===== src/rtl/fetch_unit.sv =====
// Instruction fetch front end: issues sequential word fetches under a credit limit,
// buffers in-order responses as {pc, instr} and discards in-flight responses after a redirect.
module fetch_unit #(
  parameter logic [31:0] RESET_PC = 32'h0000_0000,
  parameter int          DEPTH    = 2
) (
  input  logic        clk,
  input  logic        rst,
  input  logic        redirect_valid,
  input  logic [31:0] redirect_pc,
  output logic        imem_req_valid,
  input  logic        imem_req_ready,
  output logic [31:0] imem_req_addr,
  input  logic        imem_rsp_valid,
  input  logic [31:0] imem_rsp_data,
  output logic        if_valid,
  input  logic        if_ready,
  output logic [31:0] if_pc,
  output logic [31:0] if_instr
);
  localparam int AW = $clog2(DEPTH);
  localparam int CW = AW + 1;
  localparam logic [CW-1:0] DEPTH_C = CW'(DEPTH);

  logic [31:0]   req_pc_q, req_pc_d;
  logic [31:0]   rsp_pc_q, rsp_pc_d;
  logic [CW-1:0] out_q, out_d;
  logic [CW-1:0] drop_q, drop_d;
  logic [CW-1:0] cnt_q, cnt_d;
  logic [AW-1:0] wr_ptr_q, wr_ptr_d;
  logic [AW-1:0] rd_ptr_q, rd_ptr_d;
  logic [31:0]   pc_mem_q    [DEPTH];
  logic [31:0]   instr_mem_q [DEPTH];

  logic          req_fire, push, pop;
  logic [31:0]   redirect_tgt;
  logic [CW:0]   credit_used;

  assign redirect_tgt   = {redirect_pc[31:2], 2'b00};
  // Buffered entries count against credit so every response has a guaranteed slot.
  assign credit_used    = {1'b0, out_q} + {1'b0, cnt_q};
  assign imem_req_valid = !rst && !redirect_valid && (credit_used < {1'b0, DEPTH_C});
  assign imem_req_addr  = req_pc_q;
  assign req_fire       = imem_req_valid && imem_req_ready;

  assign if_valid = (cnt_q != '0) && !redirect_valid;
  assign if_pc    = pc_mem_q[rd_ptr_q];
  assign if_instr = instr_mem_q[rd_ptr_q];
  assign pop      = if_valid && if_ready;
  assign push     = imem_rsp_valid && (drop_q == '0) && !redirect_valid;

  always_comb begin
    req_pc_d = req_pc_q;
    rsp_pc_d = rsp_pc_q;
    wr_ptr_d = wr_ptr_q;
    rd_ptr_d = rd_ptr_q;
    drop_d   = drop_q;
    out_d    = out_q + CW'(req_fire) - CW'(imem_rsp_valid);
    cnt_d    = cnt_q + CW'(push) - CW'(pop);

    if (req_fire) req_pc_d = req_pc_q + 32'd4;
    if (imem_rsp_valid && (drop_q != '0)) drop_d = drop_q - CW'(1);
    if (push) begin
      rsp_pc_d = rsp_pc_q + 32'd4;
      wr_ptr_d = wr_ptr_q + AW'(1);
    end
    if (pop) rd_ptr_d = rd_ptr_q + AW'(1);

    // Everything still unanswered after this cycle belongs to the old path.
    if (redirect_valid) begin
      req_pc_d = redirect_tgt;
      rsp_pc_d = redirect_tgt;
      wr_ptr_d = '0;
      rd_ptr_d = '0;
      cnt_d    = '0;
      drop_d   = out_d;
    end
  end

  always_ff @(posedge clk or posedge rst) begin
    if (rst) begin
      req_pc_q <= RESET_PC;
      rsp_pc_q <= RESET_PC;
      out_q    <= '0;
      drop_q   <= '0;
      cnt_q    <= '0;
      wr_ptr_q <= '0;
      rd_ptr_q <= '0;
    end else begin
      req_pc_q <= req_pc_d;
      rsp_pc_q <= rsp_pc_d;
      out_q    <= out_d;
      drop_q   <= drop_d;
      cnt_q    <= cnt_d;
      wr_ptr_q <= wr_ptr_d;
      rd_ptr_q <= rd_ptr_d;
    end
  end

  // Storage is cleared on reset so the presented pc/instr read as zero.
  always_ff @(posedge clk or posedge rst) begin
    if (rst) begin
      for (int i = 0; i < DEPTH; i++) begin
        pc_mem_q[i]    <= '0;
        instr_mem_q[i] <= '0;
      end
    end else if (push) begin
      pc_mem_q[wr_ptr_q]    <= rsp_pc_q;
      instr_mem_q[wr_ptr_q] <= imem_rsp_data;
    end
  end

  always @(posedge clk) begin
    if (!rst) begin
      assert (!(push && !pop && (cnt_q == DEPTH_C)))
        else $error("fetch_unit: buffer overflow");
    end
  end

endmodule


===== config.mk =====
export PLATFORM = sky130hd
export DESIGN_NAME = fetch_unit
export DESIGN_NICKNAME = d
export VERILOG_FILES = /design/src/rtl/fetch_unit.sv
export SDC_FILE = /design/constraint.sdc
export NUM_CORES = 1
export LEC_CHECK = 0
export ABC_AREA = 1
export CAP_MARGIN = 25
export CORE_ASPECT_RATIO = 1.4
export CORE_UTILIZATION = 30
export CTS_BUF_LIST = sky130_fd_sc_hd__clkbuf_8 sky130_fd_sc_hd__clkbuf_16
export CTS_CLUSTER_DIAMETER = 80
export CTS_CLUSTER_SIZE = 8
export DETAILED_ROUTE_END_ITERATION = 12
export PLACE_DENSITY = 0.51
export SLEW_MARGIN = 15
export SYNTH_ARGS = -nofsm -noshare
export SYNTH_HDL_FRONTEND = slang
export SYNTH_SLANG_ARGS = --single-unit

===== constraint.sdc =====
create_clock -name clk -period 6.9 [get_ports clk]
set_input_delay 0.69 -clock clk [delete_from_list [all_inputs] [get_ports clk]]
set_output_delay 0.69 -clock clk [all_outputs]
set_load 0.1 [all_outputs]

Word-level counts from Yosys, hierarchy flattened
Index checks and enable logic that the tools add are counted.
Widths: inputs -> output; s select.

operators by class
  add/sub/neg operators = 10
  $lt $le $gt $ge = 4
  reduce and logical (&&, ||, !) cells = 18
  multiplexer cells = 21
  bitwise logic cells = 2

operator list
  operator               number
  $mux 32                11
  $bwmux 64              2
  $add 32x3->32 const B  2
  $demux 32 s1           1
  $reduce_bool 2->1      6
  $logic_and 1x1->1      9
  $mux 2                 3
  $add 2x1->2            2
  $ge 2x2->1 const B     2
  $mux 1                 4
  $not 1->2              2
  $sub 2x1->2            2
  $add 2x2->3            1
  $lt 3x2->1 const B     1
  $add 1x1->1 const B    2
  $logic_not 1->1        2
  $logic_not 2->1        1
  $lt 2x1->1 const B     1
  $sub 2x1->2 const B    1

storage, ports and cells
  register bits = 200
  input port bits = 70
  output and inout port bits = 98

Longest topological paths before layout
Gate-level depths: netlist of the first run.

  word-level depth = 7
  gate-level depth with buffers = 11
  mapped depth without buffers = 11

Least setup slack after synthesis of the first run
Ideal clock, no wire load.

  path kind = input port to flip-flop
  from = input port redirect_valid
  to = register cnt_q[1]
  cell stages on the path = 9
  path buffers = 1
  slack = 3.748 ns
  arrival = 3.021 ns
  required time = 6.769 ns
  path through = buf_6 > nor2_1 > nand2_1 > inv_1 > ha_1 > inv_1 > ha_1 > xor2_1 > nor2_1

between the ends
  cells in the longest elaborated chain, start to end = 5
  elaborated cells between the ends (all ways) = 7
  classes of those cells = add/sub (2); mux (1); reduce/logical (4)

ends and longest elaborated chain
  item                  RTL line  text
  start, declared       9         input logic redirect_valid,
  $logic_not 1->1       46        assign if_valid = (cnt_q != '0) && !redirect_valid;
  $logic_and 1x1->1     46
  named net if_valid    16        output logic if_valid,
  $logic_and 1x1->1     49        assign pop = if_valid && if_ready;
  $sub 2x1->2           59        cnt_d = cnt_q + CW'(push) - CW'(pop);
  $mux 2                70        if (redirect_valid) begin
  named net cnt_d[1]    29        logic [CW-1:0] cnt_q, cnt_d;
  end signal, assigned  94        cnt_q <= cnt_d;
  end, declared         29

The timed path passes the listed nets, and every way through them passes these cells.
A chain may end at the register's enable or synchronous reset.

Worst setup path in the final report of the first run
  from = register rd_ptr_q
  to = output port if_pc[30]

between the ends
  cells in the longest elaborated chain, start to end = 4

ends and longest elaborated chain
  item                                        RTL line  text
  start, declared                             31        logic [AW-1:0] rd_ptr_q, rd_ptr_d;
  start signal, assigned                      96        rd_ptr_q <= rd_ptr_d;
  $not 1->2 (not written as such)             47        assign if_pc = pc_mem_q[rd_ptr_q];
  $mux 32 (not written as such) (3 in a row)  47
  end, declared                               18        output logic [31:0] if_pc,

No other way between the ends. The select of a mux whose other input is x is not followed.

==> results of run 1 <==
[power by group through the flow]
stage	Combinational (mW)	Sequential, mW	Clock (mW)
after floorplan	2.20	1.90	0
after global placement	2.98	1.77	0
after detailed placement	3.01	1.78	0
after CTS	3.02	1.76	1.14
after global routing	3.16	1.82	1.17
final	2.98	1.76	1.10
[how the worst max path moves through the flow]
stage / startpoint / endpoint / slack [ns] / cells after the start
after global routing: rd_ptr_q / if_pc[29] / 2.88 / 3
after CTS: rd_ptr_q / if_pc[28] / 2.93 / 3
after detailed placement: rd_ptr_q / if_pc[28] / 3.45 / 3
final: rd_ptr_q / if_pc[30] / 3.02 / 3
after global placement: rd_ptr_q / if_pc[28] / 3.48 / 3
after floorplan: rst / cnt_q[0] / 0.98 / 1
[metal layers]
| layer | up-vias | GRT usage, % | part of all wire (%) |
|---|---|---|---|
| met5 | - | 0 | 0 |
| met3 | 30 | 2.57 | 3.4 |
| li1 | 4193 | - | - |
| met2 | 170 | 29.2 | 49 |
| met1 | 3901 | 21.0 | 45 |
| met4 | 0 | 7.19 | 2.6 |
[cell families after synthesis]
logic type,after synthesis
AO/OA/AOI/OAI,199
XOR/XNOR,15
adder cells (fa/ha/maj),8
buffers and inverters,182
flip-flops,192
multiplexers,62
other,1
AND/OR/NAND/NOR,557
[stage by stage]
stage / cell area (µm²) / total power [mW]
final: 12500 / 5.84
after detailed placement: 11900 / 4.78
after global routing: 12500 / 6.15
after global placement: 11900 / 4.75
after floorplan: 9920 / 4.09
after CTS: 12500 / 5.91
[Yosys cell counts, types with 5 or more instances]
cell,number,share of area [%]
nand2_1,356,13
dfrtp_1,192,49
o21ai_0,146,7.4
inv_1,127,4.8
nor2_1,88,3.3
nand3_1,67,3.4
mux2_2,62,7.0
a21oi_1,27,1.4
buf_2,23,1.2
clkbuf_1,20,0.76
xor2_1,11,0.97
nand4_1,10,0.63
ha_1,7,0.88
nand2_2,7,0.44
nor2_2,7,0.44
nor3_1,7,0.35
nor2_4,6,0.68
buf_4,5,0.38
o211ai_1,5,0.38
[layout make-up]
cell class / count / area (µm²) / share of cell area, %
flip-flops and latches: 192 / 4810 / 38.3
clock buffers: 17 / 425 / 3.39
well taps: 440 / 551 / 4.39
repair buffers: 168 / 1680 / 13.4
inverters: 131 / 499 / 3.98
multi-input cells: 845 / 4370 / 34.8
clock inverters: 15 / 215 / 1.72
[sequential cells by signal, indices dropped and copies added, names as in the netlist]
register and count:
rd_ptr_q 1, instr_mem_q 64, cnt_q 2, pc_mem_q 60, wr_ptr_q 1, rsp_pc_q 30
out_q 2, imem_req_addr 30, drop_q 2
[worst register-to-register path, stage by stage, from the launching register on]
cell and delay, ns:
dfrtp_1 0.32, inv_1 0.06, ha_1 0.21, nand2_2 0.23
nor2_4 0.11, nand2_4 0.32, buf_4 0.71, o21ai_0 0.26
==> impl_results.md, run 1 <==
* Root Driver: clkbuf_16
* Worst path buffer plus inverter count at 2
* Antenna violations before repair at 0
* Critical path class: register to primary output
* Die X at 156 µm
* Final Cycle Share at 56.2%
* Fill count at 3,358
* # setup viols final at 0
* Most common cell after layout, fill and taps aside: nand2_1
* Critical path's top delay family: buffers and inverters
* XOR/XNOR Fraction of Synth Area at 1.33%
* FF-to-FF Start: drop_q[0]
* # diodes at 0
* Reg clk slew, reported paths at 0.07 ns
* Sw frac at 49.9%
* Pint at 2.93 mW
* Fin. Hold Viols at 0
* Tightest Pin Transition at 1.07 ns
* RSZ-0062 raised after global routing: no
* Max-Cap Viols at 0
* Yosys cell types at 39
* Mapped Area at 9910 µm²
* Slew Limit Headroom at 28.7%
* Gpl congestion at 0.830
* WL final at 27.1 mm
* Number of flops mapped to enable cells by yosys at 0
* CP Launch Type: register
* Vias in the first global route at 8,224
* Hold Crit Class: register to register
* Site row count at 78
* Pin count of the biggest net entering global routing at 128
* Mux share of post-synthesis cell area at 7.05%
* RR Endpoint: instr_mem_q[16]
* Gr usage total at 17.0%
* Slew Limit Fails at 0
* ANT nets after route at 0
* DRT iter0 DRCs at 453
* Initial Util at 30.5%
* Cells resized by post-CTS repair at 0
* Ports at 168
* Clock Sinks at 192
* Dpl ws at 3.45 ns
* Min Tclk post-route at 3.88 ns
* WL per Instance at 15.0 µm
* Crit end category: primary output
* DRT Pass-1 Iters at 5
* Worst path max stage delay at 1.19 ns
* Share of post-route cells with drive strength above 1 at 9.65%
* GR Overflow Total at 0
* Hold Path Stages at 2
* Mapped Avg Cell Area at 8.15 µm²
* Slack of the worst reg-to-reg path at 4.52 ns
* Post-Synth Simple-Gate Area at 23.6%
* WHS Endpoint: pc_mem_q[11]
* TNS Setup at 0 ns
* DRC at 0
* WP data required at 6.21 ns
* Combinational share of power at 51.1%
* Clk_skew at 0.0104 ns
* Status: complete, no violations
* Cts hold-fix bufs at 0
* Peak supply drop at 0.000223 V
* DIE AREA at 33,800 µm²
* Vias post-DR at 8,294
* Post-route setup slack at 3.02 ns
* R2R cell count at 7
* Largest family of logic cells by synthesized area: simple AND/OR/NAND/NOR gates
* P_leak at 5.81 nW
* Die height at 217 µm
* # nets final at 1,433
* Post-Layout Cell Count at 1,808
* Async set-reset flop share out of synthesis at 100%
* Post-DP HPWL at 19.0 mm
* Compound-Gate Fraction of Synth Area at 10.8%
* Placed Cells at 1,776
* Synth Area in Adders at 1.09%
* Synth warn at 0
* CP max-delay cell: clkdlybuf4s50_1
* Num CTS Buffers at 17
* First-pass GRT wire length at 44.2 mm
* Net Sw Power at 2.91 mW
* Ys flop type: dfrtp_1
* Hold Slack at 0.479 ns
* Port Buffers at 161
* CP Cell Sequence: buf_4 > mux2_2 > clkdlybuf4s50_1
* Seq pwr share at 30.1%
* Cells after synthesis at 1,216
* Post-synthesis sequential area ratio at 48.5%
* Number of synthesized register bits at 192
* CTS tree: built
* Post-layout util at 38.6%
* Avg Vias per Cell at 4.59
* FMAX at 0.258 GHz
* Area Growth Syn to Fin at 26.6%
* Most frequent cells in the layout: nand2_1 (356), dfrtp_1 (191), clkdlybuf4s50_1 (160)
* Core Area at 32,500 µm²
* Clock Latency Late Sink at 0.45 ns
* Setup bufs post-CTS at 0
* Power Density at 466 nW/µm²
* H-tree levels at 4
* Arr. time, crit path at 3.19 ns
* Worst Path Max Fanout at 54
* Clock power frac at 18.8%
* Clk buf depth at 2
* Hold Path Origin: pc_mem_q[11]
Power figures use the tool's default switching activity.
==> run 2: changes to the inputs <==
==> constraint.sdc (replaced) <==
create_clock -name clk -period 3.7 [get_ports clk]
set_input_delay 0.37 -clock clk [delete_from_list [all_inputs] [get_ports clk]]
set_output_delay 0.37 -clock clk [all_outputs]
set_load 0.1 [all_outputs]
==> run 2 against run 1 <==
Against the previous run:
- setup slack worse by 1.8 ns
- clock skew rose by 0.0056 ns
- cell area is 0.90% lower
- critical endpoint is now imem_req_addr[12]
==> impl_results.md, run 2 (synthesis results as in run 1) <==
* Most flops, register: instr_mem_q
* Vias post-DR at 8,214
* Worst path buffer plus inverter count at 1
* Num CTS Buffers at 17
* Tightest Pin Transition at 1.03 ns
* Clock power frac at 18.7%
* Pint at 5.32 mW
* Slew Limit Fails at 0
* Port Buffers at 161
* DRT Pass-1 Iters at 5
* WL final at 27.0 mm
* Area Growth Syn to Fin at 25.5%
* Antenna violations before repair at 0
* Crit end category: primary output
* Critical path class: register to primary output
* Root Driver: clkbuf_16
* Die height at 217 µm
* Slew Limit Headroom at 31.1%
* Gr usage total at 16.7%
* Top flop regs: instr_mem_q (64), pc_mem_q (60)
* Seq pwr share at 30.6%
* Combinational share of power at 50.7%
* First-pass GRT wire length at 43.2 mm
* Ports at 168
* TNS Setup at 0 ns
* DRT iter0 DRCs at 405
* Initial Util at 30.5%
* Share of post-route cells with drive strength above 1 at 14.6%
* # diodes at 0
* Post-Layout Cell Count at 1,813
* Final Cycle Share at 68.1%
* Die X at 156 µm
* Post-layout util at 38.3%
* Cts hold-fix bufs at 0
* ANT nets after route at 0
* Site row count at 78
* Hold Crit Class: primary input to async pin
* Most common cell after layout, fill and taps aside: nand2_1
* Vias in the first global route at 7,972
* GR Overflow Total at 0
* Worst Path Max Fanout at 7
* Cells resized by post-CTS repair at 0
* P_leak at 5.92 nW
* Sw frac at 50.4%
* Clock Latency Late Sink at 0.45 ns
* Pin count of the biggest net entering global routing at 95
* Arr. time, crit path at 2.15 ns
* Setup bufs post-CTS at 0
* Clk buf depth at 2
* Worst path max stage delay at 1.19 ns
* # nets final at 1,439
* Gpl congestion at 0.832
* Fin. Hold Viols at 0
* FMAX at 0.397 GHz
* Placed Cells at 1,782
* Reg clk slew, reported paths at 0.08 ns
* # setup viols final at 0
* Most frequent cells in the layout: nand2_1 (356), dfrtp_1 (191), o21ai_0 (146)
* Max-Cap Viols at 0
* CP Cell Sequence: clkdlybuf4s50_1
* CP max-delay cell: clkdlybuf4s50_1
* Critical path's top delay family: buffers and inverters
* RSZ-0062 raised after global routing: no
* Post-DP HPWL at 19.4 mm
* H-tree levels at 4
* Core Area at 32,500 µm²
* Status: complete, no violations
* Max reg flops at 64
* Avg Vias per Cell at 4.53
* WL per Instance at 14.9 µm
* Net Sw Power at 5.41 mW
* DIE AREA at 33,800 µm²
* CTS tree: built
* Peak supply drop at 0.000517 V
* Clock Sinks at 192
* Min Tclk post-route at 2.52 ns
* Total power at 10.7 mW
* Clk_skew at 0.0160 ns
* DRC at 0
* CP Launch Type: register
* Power Density at 863 nW/µm²
* WP data required at 3.33 ns
[run 2: changes by cell type in the layout (fill, tap and decap cells not counted), sizes merged]
cell,delta
bufinv,-1
clkdlybuf4s50,-64
inv,-4
clkinvlp,+1
clkbuf,+3
buf,+70
[run 2: area by class of cell]
class                      instances  area (µm²)
fill                            3392       20100
sequential                       192        4810
multi-input combinational        845        4370
timing repair buffer             174        1580
tap                              440         551
inverter                         131         495
clock buffer                      20         467
clock inverter                    11         163
[run 2: per-layer routing]
layer | up-vias | GRT usage [%] | wire (µm)
li1 | 4198 | - | -
met1 | 3843 | 21.0 | 12400
met2 | 153 | 28.6 | 13400
met4 | 0 | 5.13 | 376
met5 | - | 0 | 0
met3 | 20 | 3.25 | 923
[run 2: worst paths after layout]
check / from / to / slack (ns) / cells after the start
min in group clk: redirect_valid / cnt_q[0] / 0.47 / 2
hold / removal: rst / imem_req_addr[10] / 0.34 / 2
setup / recovery: imem_req_addr[12] / imem_req_addr[12] / 1.18 / 1
max in group asynchronous: rst / rd_ptr_q / 2.48 / 3
hold reg to reg: pc_mem_q[25] / pc_mem_q[25] / 0.48 / 2
setup reg to reg: cnt_q[0] / imem_req_addr[15] / 1.38 / 10
[run 2: power groups by stage]
stage | Clock, mW | Sequential (mW) | Combinational, mW
after CTS | 2.08 | 3.29 | 5.50
after global routing | 2.16 | 3.39 | 5.78
after detailed placement | 0 | 3.32 | 5.49
after floorplan | 0 | 3.54 | 4.09
final | 2.00 | 3.28 | 5.44
after global placement | 0 | 3.30 | 5.46
[run 2: through the flow]
stage          instance area, µm²  hold WS [ns]  setup slack, ns
3_5_place_dp                11800         0.467             1.16
5_1_grt                     12400         0.370             1.11
6_report                    12400         0.339             1.18
4_1_cts                     12400         0.326             1.14
2_1_floorplan                9920         0.448            0.854
3_3_place_gp                11800         0.460             1.18
==> run 3: changes to the inputs <==
==> constraint.sdc (replaced) <==
create_clock -name clk -period 2.65 [get_ports clk]
set_input_delay 0.265 -clock clk [delete_from_list [all_inputs] [get_ports clk]]
set_output_delay 0.265 -clock clk [all_outputs]
set_load 0.1 [all_outputs]
==> run 3 against run 2 <==
Against the previous run:
- critical path depth is 10 higher
- clock-buffer cell count is 1 lower
- sequential power is 40% higher
- largest power group unchanged
- wire length is 1.3% higher
- first-iteration DRC count is 29% higher
- via count is 2.0% higher
- cell area is 0.28% higher
- register-to-register slack worse by 1.0 ns
- sequential cell count stayed put
- setup slack worse by 0.85 ns
- clock power is 29% higher
- worst hold slack worse by 0.16 ns
- critical endpoint is now drop_q[1]
==> impl_results.md, run 3 (synthesis results as in run 1) <==
* Cells resized by post-CTS repair at 0
* FMAX at 0.432 GHz
* Clock Sinks at 192
* Total power at 15.0 mW
* Core Area at 32,500 µm²
* Die height at 217 µm
* Ports at 168
* Site row count at 78
* Antenna violations before repair at 0
* Worst Path Max Fanout at 10
* Power Density at 1200 nW/µm²
* Post-route setup slack at 0.335 ns
* Hold Crit Class: primary input to register
* Setup bufs post-CTS at 0
* # diodes at 0
* Arr. time, crit path at 2.69 ns
* CP Launch Type: register
* R2R cell count at 11
* Area Growth Syn to Fin at 25.9%
* DRT iter0 DRCs at 524
* GR Overflow Total at 0
* CTS tree: built
* Fill count at 3,419
* Final Cycle Share at 87.4%
* WHS Endpoint: cnt_q[1]
* Hold Path Origin: redirect_valid
* Max-Cap Viols at 0
* Root Driver: clkbuf_16
* DIE AREA at 33,800 µm²
* Seq. cell area at 4810 µm²
* Multi-input logic area at 4370 µm²
* # nets final at 1,441
* # setup viols final at 0
* Fin. Hold Viols at 0
* Die X at 156 µm
* Max reg flops at 64
* TNS Setup at 0 ns
* FF-to-FF Start: out_q[0]
* Tightest Pin Transition at 0.605 ns
* ANT nets after route at 0
* Most common cell after layout, fill and taps aside: nand2_1
* Gr usage total at 17.1%
* Gpl congestion at 0.848
* Post-DP HPWL at 19.7 mm
* Most frequent cells in the layout: nand2_1 (356), dfrtp_1 (191), o21ai_0 (146)
* Clock Latency Late Sink at 0.45 ns
* First-pass GRT wire length at 44.8 mm
* Most flops, register: instr_mem_q
* Dpl ws at 0.299 ns
* Slew Limit Headroom at 59.7%
* DRT Pass-1 Iters at 4
* RR Endpoint: drop_q[1]
* H-tree levels at 4
* DRC at 0
* Vias post-DR at 8,379
* Num CTS Buffers at 17
* Cts hold-fix bufs at 0
* WL per Instance at 15.1 µm
* WL final at 27.4 mm
* Min Tclk post-route at 2.32 ns
* Status: complete, no violations
* Pin count of the biggest net entering global routing at 85
* Avg Vias per Cell at 4.62
* Slack of the worst reg-to-reg path at 0.33 ns
* Clk_skew at 0.0137 ns
* Clk buf depth at 2
* Reg clk slew, reported paths at 0.07 ns
* Peak supply drop at 0.000528 V
* Slew Limit Fails at 0
* Crit end category: register
* Share of post-route cells with drive strength above 1 at 17.0%
* Port Buffers at 161
* RSZ-0062 raised after global routing: no
* Top flop regs: instr_mem_q (64), pc_mem_q (60)
* Vias in the first global route at 8,469
* Critical path class: register to register
* Initial Util at 30.5%
* P_leak at 5.98 nW
* Hold Path Stages at 2
* WP data required at 3.02 ns
-- run 3: cell count changes in the layout (fill, tap and decap cells not counted), sizes merged --
cell,change
clkinv,+1
clkinvlp,+1
buf,+32
clkdlybuf4s50,-30
clkbuf,-1
bufinv,-2
-- run 3: through the flow --
step	instance area, µm²	cells	hold WS (ns)	util, %
floorplan	9920	1219	0.395	-
global placement	11900	1784	0.460	36.6
detailed placement	11900	1784	0.467	36.6
CTS	12500	1814	0.148	38.4
global route	12500	1814	0.192	38.4
finish	12500	1814	0.180	38.4
-- run 3: power by group --
group / total (mW) / internal [mW] / leakage, nW / switching [mW]
clock: 2.59 / 1.43 / 0.284 / 1.16
combinational: 7.78 / 1.99 / 3.25 / 5.79
sequential: 4.59 / 3.93 / 2.45 / 0.653
total: 15.0 / 7.35 / 5.98 / 7.61
-- run 3: layout make-up --
cell class	instances	share of cell area [%]
flip-flops and latches	192	38.5
multi-input cells	845	35.1
repair buffers	176	13.4
well taps	440	4.42
inverters	131	3.97
clock buffers	19	3.63
clock inverters	11	0.953
-- run 3: per-layer routing --
metal / global-route usage [%] / wire, µm
met3: 3.46 / 1070
met1: 20.8 / 12000
met5: 0 / 0
met2: 29.9 / 13700
met4: 5.85 / 599
-- run 3: critical path, stage by stage (launching register included) --
cell	delay, ns
dfrtp_1	0.40
nand2_1	0.07
inv_1	0.04
fa_1	0.43
inv_1	0.12
nand4_4	0.23
ha_1	0.35
inv_1	0.04
ha_1	0.17
xnor2_1	0.20
nor2_1	0.06
a21oi_1	0.13
-- run 3: worst max path at each step --
stage,startpoint,slack (ns),to
finish,out_q[0],0.33,drop_q[1]
global route,out_q[0],0.17,imem_req_addr[15]
CTS,cnt_q[0],0.29,imem_req_addr[15]
detailed placement,out_q[0],0.30,imem_req_addr[15]
global placement,cnt_q[0],0.32,imem_req_addr[15]
floorplan,rst,-0.09,cnt_q[0]
